==> src/rtl/seq_rx_pkg.sv <==
// Shared types and helpers for the receive-side sequence tracker.
// Latency: n/a (declarations only).
// Backpressure: n/a.
package seq_rx_pkg;

    typedef enum logic [1:0] {
        HUNT,
        VERIFY,
        LOCKED
    } state_t;

    localparam int STAT_W = 16;

    // Successor in the wrapping count stream; callers truncate to their data width.
    function automatic int succ(input int x, input int wrap_val);
        return (x == wrap_val) ? 0 : x + 1;
    endfunction

endpackage

==> src/rtl/seq_rx_sat_cnt.sv <==
// Saturating event counter with synchronous clear (clear beats increment).
// Latency: 1 cycle from inc/clr to cnt.
// Backpressure: none; one increment per asserted cycle, holds at all-ones.
module seq_rx_sat_cnt #(
    parameter int WIDTH = 16
) (
    input  logic             clk,
    input  logic             rst,
    input  logic             inc,
    input  logic             clr,
    output logic [WIDTH-1:0] cnt
);

    always_ff @(posedge clk or posedge rst) begin
        if (rst) begin
            cnt <= '0;
        end else if (clr) begin
            cnt <= '0;
        end else if (inc && (cnt != '1)) begin
            cnt <= cnt + 1'b1;
        end
    end

endmodule

==> src/rtl/seq_rx_tracker.sv <==
// Tracks a wrapping count stream: hunt, verify, lock and flywheel; flags errors/wraps.
// Latency: 1 cycle, all outputs registered from the previous sample edge.
// Backpressure: in_valid low stalls all state; stats via SEQ_RX_TRACKER_STATS_EN.
module seq_rx_tracker
    import seq_rx_pkg::*;
#(
    parameter int WIDTH       = 8,
    parameter int WRAP_VAL    = 128,
    parameter int LOCK_THRESH = 4,
    parameter int LOSS_THRESH = 2
) (
    input  logic              clk,
    input  logic              rst,
    input  logic              in_valid,
    input  logic [WIDTH-1:0]  in_data,
    input  logic              stats_clr,
    output logic              locked,
    output logic              err_pulse,
    output logic              wrap_pulse,
    output logic [STAT_W-1:0] err_count,
    output logic [STAT_W-1:0] wrap_count
);

    localparam int GW = $clog2(LOCK_THRESH + 1);
    localparam int BW = $clog2(LOSS_THRESH + 1);
    localparam logic [WIDTH-1:0] WRAP_V = WIDTH'(WRAP_VAL);
    localparam logic [GW-1:0]    LOCK_V = GW'(LOCK_THRESH);
    localparam logic [BW-1:0]    LOSS_V = BW'(LOSS_THRESH);

    state_t           state;
    logic [WIDTH-1:0] exp_val;
    logic [GW-1:0]    good_cnt;
    logic [BW-1:0]    bad_cnt;

    logic             legal;
    logic             match;
    logic [WIDTH-1:0] data_succ;
    logic [WIDTH-1:0] exp_succ;
    logic [GW-1:0]    good_inc;
    logic [BW-1:0]    bad_inc;
    logic             err_nxt;
    logic             wrap_nxt;

    always_comb begin
        legal     = (in_data <= WRAP_V);
        match     = (in_data == exp_val);
        data_succ = WIDTH'(succ(int'(in_data), WRAP_VAL));
        exp_succ  = WIDTH'(succ(int'(exp_val), WRAP_VAL));
        good_inc  = good_cnt + 1'b1;
        bad_inc   = bad_cnt + 1'b1;
        err_nxt   = in_valid && (state == LOCKED) && !match;
        // While locked exp only ever advances by succ, so exp==0 implies the prior exp was WRAP_VAL.
        wrap_nxt  = in_valid && (state == LOCKED) && match && (exp_val == '0);
    end

    always_ff @(posedge clk or posedge rst) begin
        if (rst) begin
            state      <= HUNT;
            exp_val    <= '0;
            good_cnt   <= '0;
            bad_cnt    <= '0;
            locked     <= 1'b0;
            err_pulse  <= 1'b0;
            wrap_pulse <= 1'b0;
        end else begin
            err_pulse  <= err_nxt;
            wrap_pulse <= wrap_nxt;
            if (in_valid) begin
                case (state)
                    HUNT: begin
                        if (legal) begin
                            exp_val  <= data_succ;
                            good_cnt <= GW'(1);
                            state    <= VERIFY;
                        end
                    end
                    VERIFY: begin
                        if (!legal) begin
                            good_cnt <= '0;
                            state    <= HUNT;
                        end else if (match) begin
                            exp_val  <= data_succ;
                            good_cnt <= good_inc;
                            if (good_inc == LOCK_V) begin
                                state   <= LOCKED;
                                locked  <= 1'b1;
                                bad_cnt <= '0;
                            end
                        end else begin
                            exp_val  <= data_succ;
                            good_cnt <= GW'(1);
                        end
                    end
                    LOCKED: begin
                        exp_val <= exp_succ;
                        if (match) begin
                            bad_cnt <= '0;
                        end else if (bad_inc == LOSS_V) begin
                            state    <= HUNT;
                            locked   <= 1'b0;
                            bad_cnt  <= '0;
                            good_cnt <= '0;
                        end else begin
                            bad_cnt <= bad_inc;
                        end
                    end
                    default: begin
                        state  <= HUNT;
                        locked <= 1'b0;
                    end
                endcase
            end
        end
    end

`ifdef SEQ_RX_TRACKER_STATS_EN
    // Counters take the same-edge pulse decision so a count lands with its pulse.
    seq_rx_sat_cnt #(.WIDTH(STAT_W)) u_err_cnt (
        .clk (clk),
        .rst (rst),
        .inc (err_nxt),
        .clr (stats_clr),
        .cnt (err_count)
    );

    seq_rx_sat_cnt #(.WIDTH(STAT_W)) u_wrap_cnt (
        .clk (clk),
        .rst (rst),
        .inc (wrap_nxt),
        .clr (stats_clr),
        .cnt (wrap_count)
    );
`else
    logic unused_stats_clr;
    assign unused_stats_clr = stats_clr;
    assign err_count        = '0;
    assign wrap_count       = '0;
`endif

endmodule

==> config.mk <==
export PLATFORM = sky130hd
export DESIGN_NAME = seq_rx_tracker
export DESIGN_NICKNAME = d
export VERILOG_FILES = /design/src/rtl/seq_rx_pkg.sv /design/src/rtl/seq_rx_sat_cnt.sv /design/src/rtl/seq_rx_tracker.sv
export SDC_FILE = /design/constraint.sdc
export NUM_CORES = 1
export LEC_CHECK = 0
export ABC_AREA = 1
export CAP_MARGIN = 0
export CELL_PAD_IN_SITES_DETAIL_PLACEMENT = 1
export CELL_PAD_IN_SITES_GLOBAL_PLACEMENT = 2
export CORE_MARGIN = 2
export CORE_UTILIZATION = 30
export CTS_BUF_LIST = sky130_fd_sc_hd__clkbuf_2
export CTS_CLUSTER_SIZE = 24
export DETAILED_ROUTE_END_ITERATION = 7
export GPL_TIMING_DRIVEN = 0
export PLACE_DENSITY = 0.85
export SLEW_MARGIN = 25
export SYNTH_ARGS = -nofsm -noshare
export SYNTH_HDL_FRONTEND = slang
export SYNTH_HIERARCHICAL = 1
export SYNTH_SLANG_ARGS = --single-unit
==> constraint.sdc <==
create_clock -name clk -period 2.2 [get_ports clk]
set_input_delay 0.66 -clock clk [delete_from_list [all_inputs] [get_ports clk]]
set_output_delay 0.66 -clock clk [all_outputs]
set_load 0.02 [all_outputs]
### After elaboration in Yosys (flattened, before gate mapping)

Index checks and enable logic that the tools add are counted.

* word-level logic and storage cells: 74
* flip-flop bits (word level): 18

* eq/ne operators: 16
* $lt $le $gt $ge: 1
* mux-type cells: 29
* reduce and logical (&&, ||, !) cells: 16
* add/sub/neg operators: 4
* bitwise gates (word level): 1

Operator list (count)
* 8-bit two-way mux: 3
* 2-bit two-way mux: 11
* 8-bit by 1-bit adder with 8-bit output, second input constant: 2
* 8-bit equality test, second input constant: 2
* 8-bit one-hot mux with 2 select lines: 1
* 3-bit two-way mux: 5
* 2-bit != test, second input constant: 5
* 5-bit AND reduction: 2
* 3-bit one-hot mux with 3 select lines: 1
* 8-bit equality test: 1
* 8-bit less-or-equal comparator, second input constant: 1
* 8-bit zero test: 1
* 7-bit AND reduction: 1
* 3-bit != test, second input constant: 2
* 2-bit one-hot mux with 3 select lines: 1
* 6-bit AND reduction: 1
* 1-bit two-way mux: 5
* 2-bit equality test, second input constant: 2
* 1-bit logical AND: 4
* 2-bit by 1-bit != test with 1-bit output, second input constant: 2
* 2-bit one-hot mux with 2 select lines: 1
* 2-bit nonzero test: 2
* 3-bit by 1-bit adder with 3-bit output, second input constant: 1
* 3-bit equality test, second input constant: 1
* 9 further kinds: 9

### Depth between registers and ports, before layout

Gate-level depths: netlist of the first run.

* depth in word-level cells: 6
* mapped depth: 11

### Worst setup path after synthesis of the first run

No wires, ideal clock.

* path type: input -> register
* start point: input port in_data[1]
* end point: register good_cnt[0]
* slack: 0.514 ns
* required time: 2.084 ns
* arrival time: 1.569 ns
* cell stages on the path: 11
* setup time: 0.116 ns
* path through: inv_1 -> ha_1 -> nand3_2 -> nor2_4 -> nor2_8 -> nand2_2 -> o21ai_2 -> nor2_2 -> nand3_2 -> nand2_1 -> nand2_1

* cells in the longest elaborated chain, start to end: 4
* elaborated cells on any way between the ends: 8
* classes of those cells: 1 x order compare; 3 x eq/ne; 3 x mux; 1 x reduce/logical

RTL lines
* start: declaration: RTL line seq_rx_tracker.sv:15 `input logic [WIDTH-1:0] in_data,`
* branches (longest 4 deep; another with 8-bit less-or-equal comparator)
* end signal: assignment: RTL line seq_rx_tracker.sv:83 `good_cnt <= good_inc;`
* end: declaration: RTL line seq_rx_tracker.sv:32 `logic [GW-1:0] good_cnt;`

Parallel ways; which one is timed is not known.
A chain may end at the register's enable or synchronous reset.

### Worst setup path after layout of the first run

* start point: input port in_data[0]
* end point: register good_cnt[1]

The elaborated chain is that of the path after synthesis.

==> metrics, run 1 <==
combined area of all synthesized cells 1820 µm²; relative slew slack 50.8%; overall global routing resource usage 14.1%; FF+latch count, synth 18; most frequent cell after synthesis sky130_fd_sc_hd__nand2_1; fillers 756; total wire length after detailed routing 4.25 mm; die area 6690 µm²; required time of the critical path 2420 ps; fraction of layout instances using a drive strength above 1 25.5%; critical path endpoint category flop; number of failing hold endpoints at the final stage 0; final instance count without filler cells 373; sink count of the clock tree 18; cell family contributing the most delay on the critical path simple AND/OR/NAND/NOR gates; share of synthesized area occupied by flip-flops and latches 24.8%; mean instance size in the synthesized netlist 7.26 µm²; Placeable Area 5890 µm²; Arr. time, crit path 2220 ps; number of distinct library cells after synthesis 34; power density relative to cell area 872 nW/µm²; instance area after placement 2160 µm²; via count of the first global-routing pass 1535; cell count after placement 369; H-tree levels 1; CP cell instances clkdlybuf4s50_1 -> inv_2 -> ha_1 -> nand3_2 -> nor2_4 -> nor2_8 -> nand2_2 -> o21ai_2 -> nor2_2 -> nand3_2 -> nand2_1 -> nand2_1; buffers from clock root to sink, at most 2; routed vias 1626; number of primary I/O pins 47; run status finished clean; DR iter-0 viols 68; total number of yosys warnings 6; Layout Area Growth over Synthesis 19.8%; Root Buffer sky130_fd_sc_hd__clkbuf_2; Post-synth EDFFs 0; class of the tightest hold or removal check reg -> reg; clock tree from TritonCTS built; detailed-route vias per instance 4.36; number of maximum-capacitance violations 0; buffers inserted during post-CTS setup optimization 0; cell type with the highest aggregate area in the netlist sky130_fd_sc_hd__dfrtp_1; Clock Latency Late Sink 330 ps; Max Slew Vio Count 0; worst-margin pin slew 738 ps; portion of synthesized cell area occupied by the leading cell type 24.8%; Initial Utilization 30.8%; delay of the slowest cell on the worst path 470 ps; category of the worst setup path launch point input port; global-route wire length before repair 7.16 mm; ys async rst share 100%; number of antenna violations at the first check in global routing 0; number of cells produced by synthesis 250; remaining antenna violation count 0; number of antenna diodes 0; finished layout cell area 2170 µm²; share of the core filled with cells in the final layout 36.9%; share of the clock period used by the worst path 90.8%; number of buffer and inverter instances along the worst setup path 2; top_reg_cell synth sky130_fd_sc_hd__dfrtp_1; Crit Path Category in -> reg; final-report setup violation count 0; first-pass iteration count of the detailed router 4; height of the die 81.8 µm; overall power consumption 1900 µW; maximum clock frequency 501 MHz; leak pwr 0.00112 µW; number of buffers added by the clock tree synthesis step 3; most common library cells after synthesis sky130_fd_sc_hd__nand2_1 (67), sky130_fd_sc_hd__buf_4 (32), sky130_fd_sc_hd__inv_1 (20); maximum number of pins on one net before global-route repair 19; largest voltage drop on the vdd net 0.236 mV; leading post-synthesis cells by cell area sky130_fd_sc_hd__dfrtp_1 (25%), sky130_fd_sc_hd__nand2_1 (14%), sky130_fd_sc_hd__buf_4 (13%); weighted congestion at the end of routability-driven global placement 0.748; post-route DRC violation count 0; clk slew on worst S/H paths 160 ps; number of input and output port buffers inserted 13; die span in x 81.8 µm; net total in the final layout 320; overflow left after global routing 0; hold_buf cts 0; Final Hold Slack 497 ps; Worst Path Max Fanout 5; detailed placement HPWL 3.63 mm; Gates resized, CTS repair 0; Min Clock Period, post-route 2000 ps; wire length per cell after detailed routing 11.4 µm; unrepaired setup endpoints after global routing false; Layout Skew 28.2 ps; slowest library cell on the worst path sky130_fd_sc_hd__clkdlybuf4s50_1; count of standard-cell rows 28
power breakdown:
group / switching [µW] / internal (µW) / total, µW / leakage, µW
Combinational: 735 / 416 / 1150 / 0.000883
Sequential: 138 / 454 / 592 / 0.000226
Clock: 114 / 39.5 / 153 / 0.0000140
Total: 988 / 909 / 1900 / 0.00112
worst paths after layout:
path | from | to | slack, ps | cells after the start
max | in_data[0] | good_cnt[1]$_DFFE_PP0P_ | 200 | 12
min | good_cnt[2]$_DFFE_PP0P_ | good_cnt[2]$_DFFE_PP0P_ | 500 | 2
max reg2reg | state[0]$_DFFE_PP0P_ | state[1]$_DFFE_PP0P_ | 530 | 9
min reg2reg | good_cnt[2]$_DFFE_PP0P_ | good_cnt[2]$_DFFE_PP0P_ | 500 | 2
max in group asynchronous | rst | locked$_DFFE_PP0P_ | 990 | 2
min in group asynchronous | rst | state[1]$_DFFE_PP0P_ | 720 | 2
registers in the layout, summed over array words and instances (netlist names):
name	count
good_cnt	3
exp_val	8
wrap_pulse	1
bad_cnt	2
locked	1
err_pulse	1
state	2
kinds of logic after synthesis:
logic type | Yosys count | synth area share (%)
and+or+nand+nor | 129 | 38.0
DFF | 18 | 24.8
buffers and inverters | 62 | 19.8
AOI/OAI and AO/OA | 25 | 8.13
xor gates and xnor gates | 6 | 2.90
other | 1 | 0.207
adders and majority gates | 9 | 6.20
per-layer routing:
metal  track usage [%]  up-vias  part of all wire [%]
met1              18.0      754                    46
met2              23.9       37                    47
met3              1.65        7                   4.4
li1                  -      828                     -
met4              5.67        0                   2.1
met5                 0        -                     0
layout make-up:
type	instances	area [µm²]	area share (%)
Buffer	33	245	11.3
Clock buffer	3	15.0	0.690
Clock inverter	1	3.75	0.173
Inverter	29	114	5.24
Multi-Input combinational cell	201	1120	51.6
Sequential cell	18	450	20.7
Tap cell	75	93.8	4.32
Timing Repair Buffer	13	130	5.98
through the flow:
step	TNS (ps)	setup slack, ps
2_1_floorplan	0	514
3_3_place_gp	-1480	-140
3_5_place_dp	-1900	-159
4_1_cts	0	198
5_1_grt	0	40.7
6_report	0	203
tightest hold or removal path, stage by stage (launching register included):
cell and delay, ps:
sky130_fd_sc_hd__dfrtp_1 380, sky130_fd_sc_hd__nand2_1 50, sky130_fd_sc_hd__nand2_1 40
layout by cell type, fill, tap and decap left out, types with 4 or more instances in the layout:
| master | count |
|---|---|
| sky130_fd_sc_hd__nand2_1 | 67 |
| sky130_fd_sc_hd__nor2_2 | 5 |
| sky130_fd_sc_hd__o21ai_1 | 5 |
| sky130_fd_sc_hd__dfrtp_1 | 18 |
| sky130_fd_sc_hd__ha_1 | 9 |
| sky130_fd_sc_hd__clkdlybuf4s50_1 | 13 |
| sky130_fd_sc_hd__inv_1 | 20 |
| sky130_fd_sc_hd__nand3_2 | 5 |
| sky130_fd_sc_hd__buf_4 | 32 |
| sky130_fd_sc_hd__nand2_2 | 4 |
| sky130_fd_sc_hd__nor2_4 | 5 |
| sky130_fd_sc_hd__nor2_1 | 17 |
| sky130_fd_sc_hd__nand3_1 | 9 |
| sky130_fd_sc_hd__conb_1 | 32 |
| sky130_fd_sc_hd__a21oi_1 | 7 |
| sky130_fd_sc_hd__o21ai_0 | 4 |
| sky130_fd_sc_hd__inv_2 | 7 |
(Power assumes the default switching activity.)
==> inputs of run 2 (changes only) <==
Settings changed: CORE_MARGIN 2 to 4.
==> metrics, run 2 (synthesis results as in run 1) <==
most used cells in the layout excluding fill and tap cells sky130_fd_sc_hd__nand2_1 (67), sky130_fd_sc_hd__buf_4 (32), sky130_fd_sc_hd__conb_1 (32); overall global routing resource usage 13.2% (-0.84 points); largest voltage drop on the vdd net 0.340 mV (+44%); Root Buffer sky130_fd_sc_hd__clkbuf_2; Reg area 450 µm² (unchanged); fraction of layout instances using a drive strength above 1 25.5% (unchanged); Clock Latency Late Sink 330 ps (about the same); number of primary I/O pins 47 (unchanged); final setup margin 209 ps (+5.77 ps); Gates resized, CTS repair 0 (unchanged); class of the tightest hold or removal check reg -> reg; number of flip-flops in the largest register 8 (unchanged); register with the highest flop count exp_val; category of the worst setup path launch point input port; number of maximum-capacitance violations 0 (unchanged); detailed placement HPWL 3.80 mm (+4.7%); Placeable Area 5890 µm² (unchanged); multi-input combinational cell area 1120 µm² (unchanged); remaining antenna violation count 0 (unchanged); wire length per cell after detailed routing 12.1 µm (+6.3%); global-route wire length before repair 7.92 mm (+11%); net total in the final layout 320 (unchanged); count of standard-cell rows 28 (unchanged); die span in x 85.8 µm (+4.9%); share of the clock period used by the worst path 90.5% (-0.26 points); Crit Path Category in -> reg; Place WS -188 ps (-29.2 ps); CP cell instances clkdlybuf4s50_1 -> inv_2 -> ha_1 -> nand3_2 -> nor2_4 -> nor2_1 -> nand3b_1 -> o31ai_1 -> nand2_1 -> o21ai_1; DR iter-0 viols 63 (-7.4%); buffers from clock root to sink, at most 2 (unchanged); maximum number of pins on one net before global-route repair 19 (unchanged); Max Slew Vio Count 0 (unchanged); worst-margin pin slew 781 ps (+43.2 ps); relative slew slack 47.9% (-2.9 points); Min Clock Period, post-route 1990 ps (-5.77 ps); delay of the slowest cell on the worst path 550 ps (+80 ps); number of buffers added by the clock tree synthesis step 3 (unchanged); Layout Area Growth over Synthesis 19.8% (unchanged); number of input and output port buffers inserted 13 (unchanged); height of the die 85.8 µm (+4.9%); critical path endpoint category flop; share of the core filled with cells in the final layout 36.9% (unchanged); routed vias 1586 (-2.5%); hold_buf cts 0 (unchanged); unrepaired setup endpoints after global routing false; detailed-route vias per instance 4.25 (-2.5%); die area 7360 µm² (+10%); maximum clock frequency 502 MHz (+0.29%); clk slew on worst S/H paths 230 ps (+70 ps); worst-case register-to-register setup slack 480 ps (-50 ps); clock tree from TritonCTS built; start point of the worst hold path locked$_DFFE_PP0P_; power density relative to cell area 884 nW/µm² (+1.4%); Initial Utilization 30.8% (unchanged); leak pwr 0.00112 µW (unchanged); launch point of the worst reg-to-reg path state[0]$_DFFE_PP0P_; post-route DRC violation count 0 (unchanged); Layout Skew 10.3 ps (-18.0 ps); depth of the worst register-to-register path 9 (unchanged); run status finished clean; most frequent standard cell in the layout excluding fill and tap cells sky130_fd_sc_hd__nand2_1; endpoint of the worst hold-timing path locked$_DFFE_PP0P_; largest registers exp_val x8, good_cnt x3; number of failing hold endpoints at the final stage 0 (unchanged); first-pass iteration count of the detailed router 4 (unchanged); overflow left after global routing 0 (unchanged); slowest library cell on the worst path sky130_fd_sc_hd__clkdlybuf4s50_1; required time of the critical path 2480 ps (+60 ps); sink count of the clock tree 18 (unchanged); number of antenna violations at the first check in global routing 0 (unchanged); number of cells on the worst hold path 2 (unchanged); buffers inserted during post-CTS setup optimization 0 (unchanged); Worst Path Max Fanout 4 (-1); fillers 770 (+1.9%); Arr. time, crit path 2270 ps (+50 ps); endpoint of the worst-slack reg-to-reg timing path state[1]$_DFFE_PP0P_; final-report setup violation count 0 (unchanged); H-tree levels 1 (unchanged); number of antenna diodes 0 (unchanged); weighted congestion at the end of routability-driven global placement 0.803 (+7.2%); via count of the first global-routing pass 1688 (+10%); total wire length after detailed routing 4.52 mm (+6.3%)
-- run 2: worst max path at each step --
stage | slack, ps | to | depth (start not counted) | from
floorplan | 510 | good_cnt[0]$_DFFE_PP0P_ | 11 | in_data[1]
global placement | -150 | good_cnt[0]$_DFFE_PP0P_ | 12 | in_data[0]
detailed placement | -190 | exp_val[4]$_DFFE_PP0P_ | 11 | in_data[0]
CTS | 190 | exp_val[4]$_DFFE_PP0P_ | 11 | in_data[0]
global route | 80 | state[1]$_DFFE_PP0P_ | 12 | in_data[0]
finish | 210 | exp_val[5]$_DFFE_PP0P_ | 10 | in_data[0]
-- run 2: power breakdown --
part	switching [µW]	total, µW	leakage (µW)	internal, µW
sequential	140	593	0.000226	454
clock	130	170	0.0000140	39.5
combinational	745	1160	0.000883	415
total	1010	1920	0.00112	908
-- run 2: area by class of cell --
cell class / count / area share (%)
Sequential cell: 18 / 20.7
Clock inverter: 1 / 0.173
Timing Repair Buffer: 13 / 5.98
Clock buffer: 3 / 0.690
Buffer: 33 / 11.3
Tap cell: 75 / 4.32
Inverter: 29 / 5.24
Multi-Input combinational cell: 201 / 51.6
-- run 2: layer usage --
layer	global-route usage, %	routed length (µm)
met1	17.4	2160
met2	23.3	2190
met3	1.63	163
met4	2.59	0
met5	0	0
-- run 2: worst max-delay path, delay by kind of cell --
family / cells / cell delay [ps]
and+or+nand+nor: 5 / 620
buffers and inverters: 2 / 620
AOI/OAI and AO/OA: 2 / 160
adders and majority gates: 1 / 210
-- run 2: metrics by stage --
stage	instance area (µm²)	hold slack, ps	std cells	TNS (ps)	total power [µW]
after floorplan	1930	442	281	0	1480
after global placement	2160	459	369	-1610	1730
after detailed placement	2160	471	369	-2130	1770
after CTS	2170	521	373	0	1940
after global routing	2170	547	373	0	2120
final	2170	513	373	0	1920
==> inputs of run 3 (changes only) <==
==> constraint.sdc (replaced) <==
create_clock -name clk -period 2.2 [get_ports clk]
set_input_delay 0.44 -clock clk [delete_from_list [all_inputs] [get_ports clk]]
set_output_delay 0.44 -clock clk [all_outputs]
set_load 0.02 [all_outputs]
==> results of run 3 <==
Same layout as run 2 (identical final DEF). Status: finished clean.
Among the figures that moved: setup slack after placement -188 ps -> 32.1 ps; setup slack after layout 209 ps -> 429 ps; hold slack 513 ps -> 508 ps
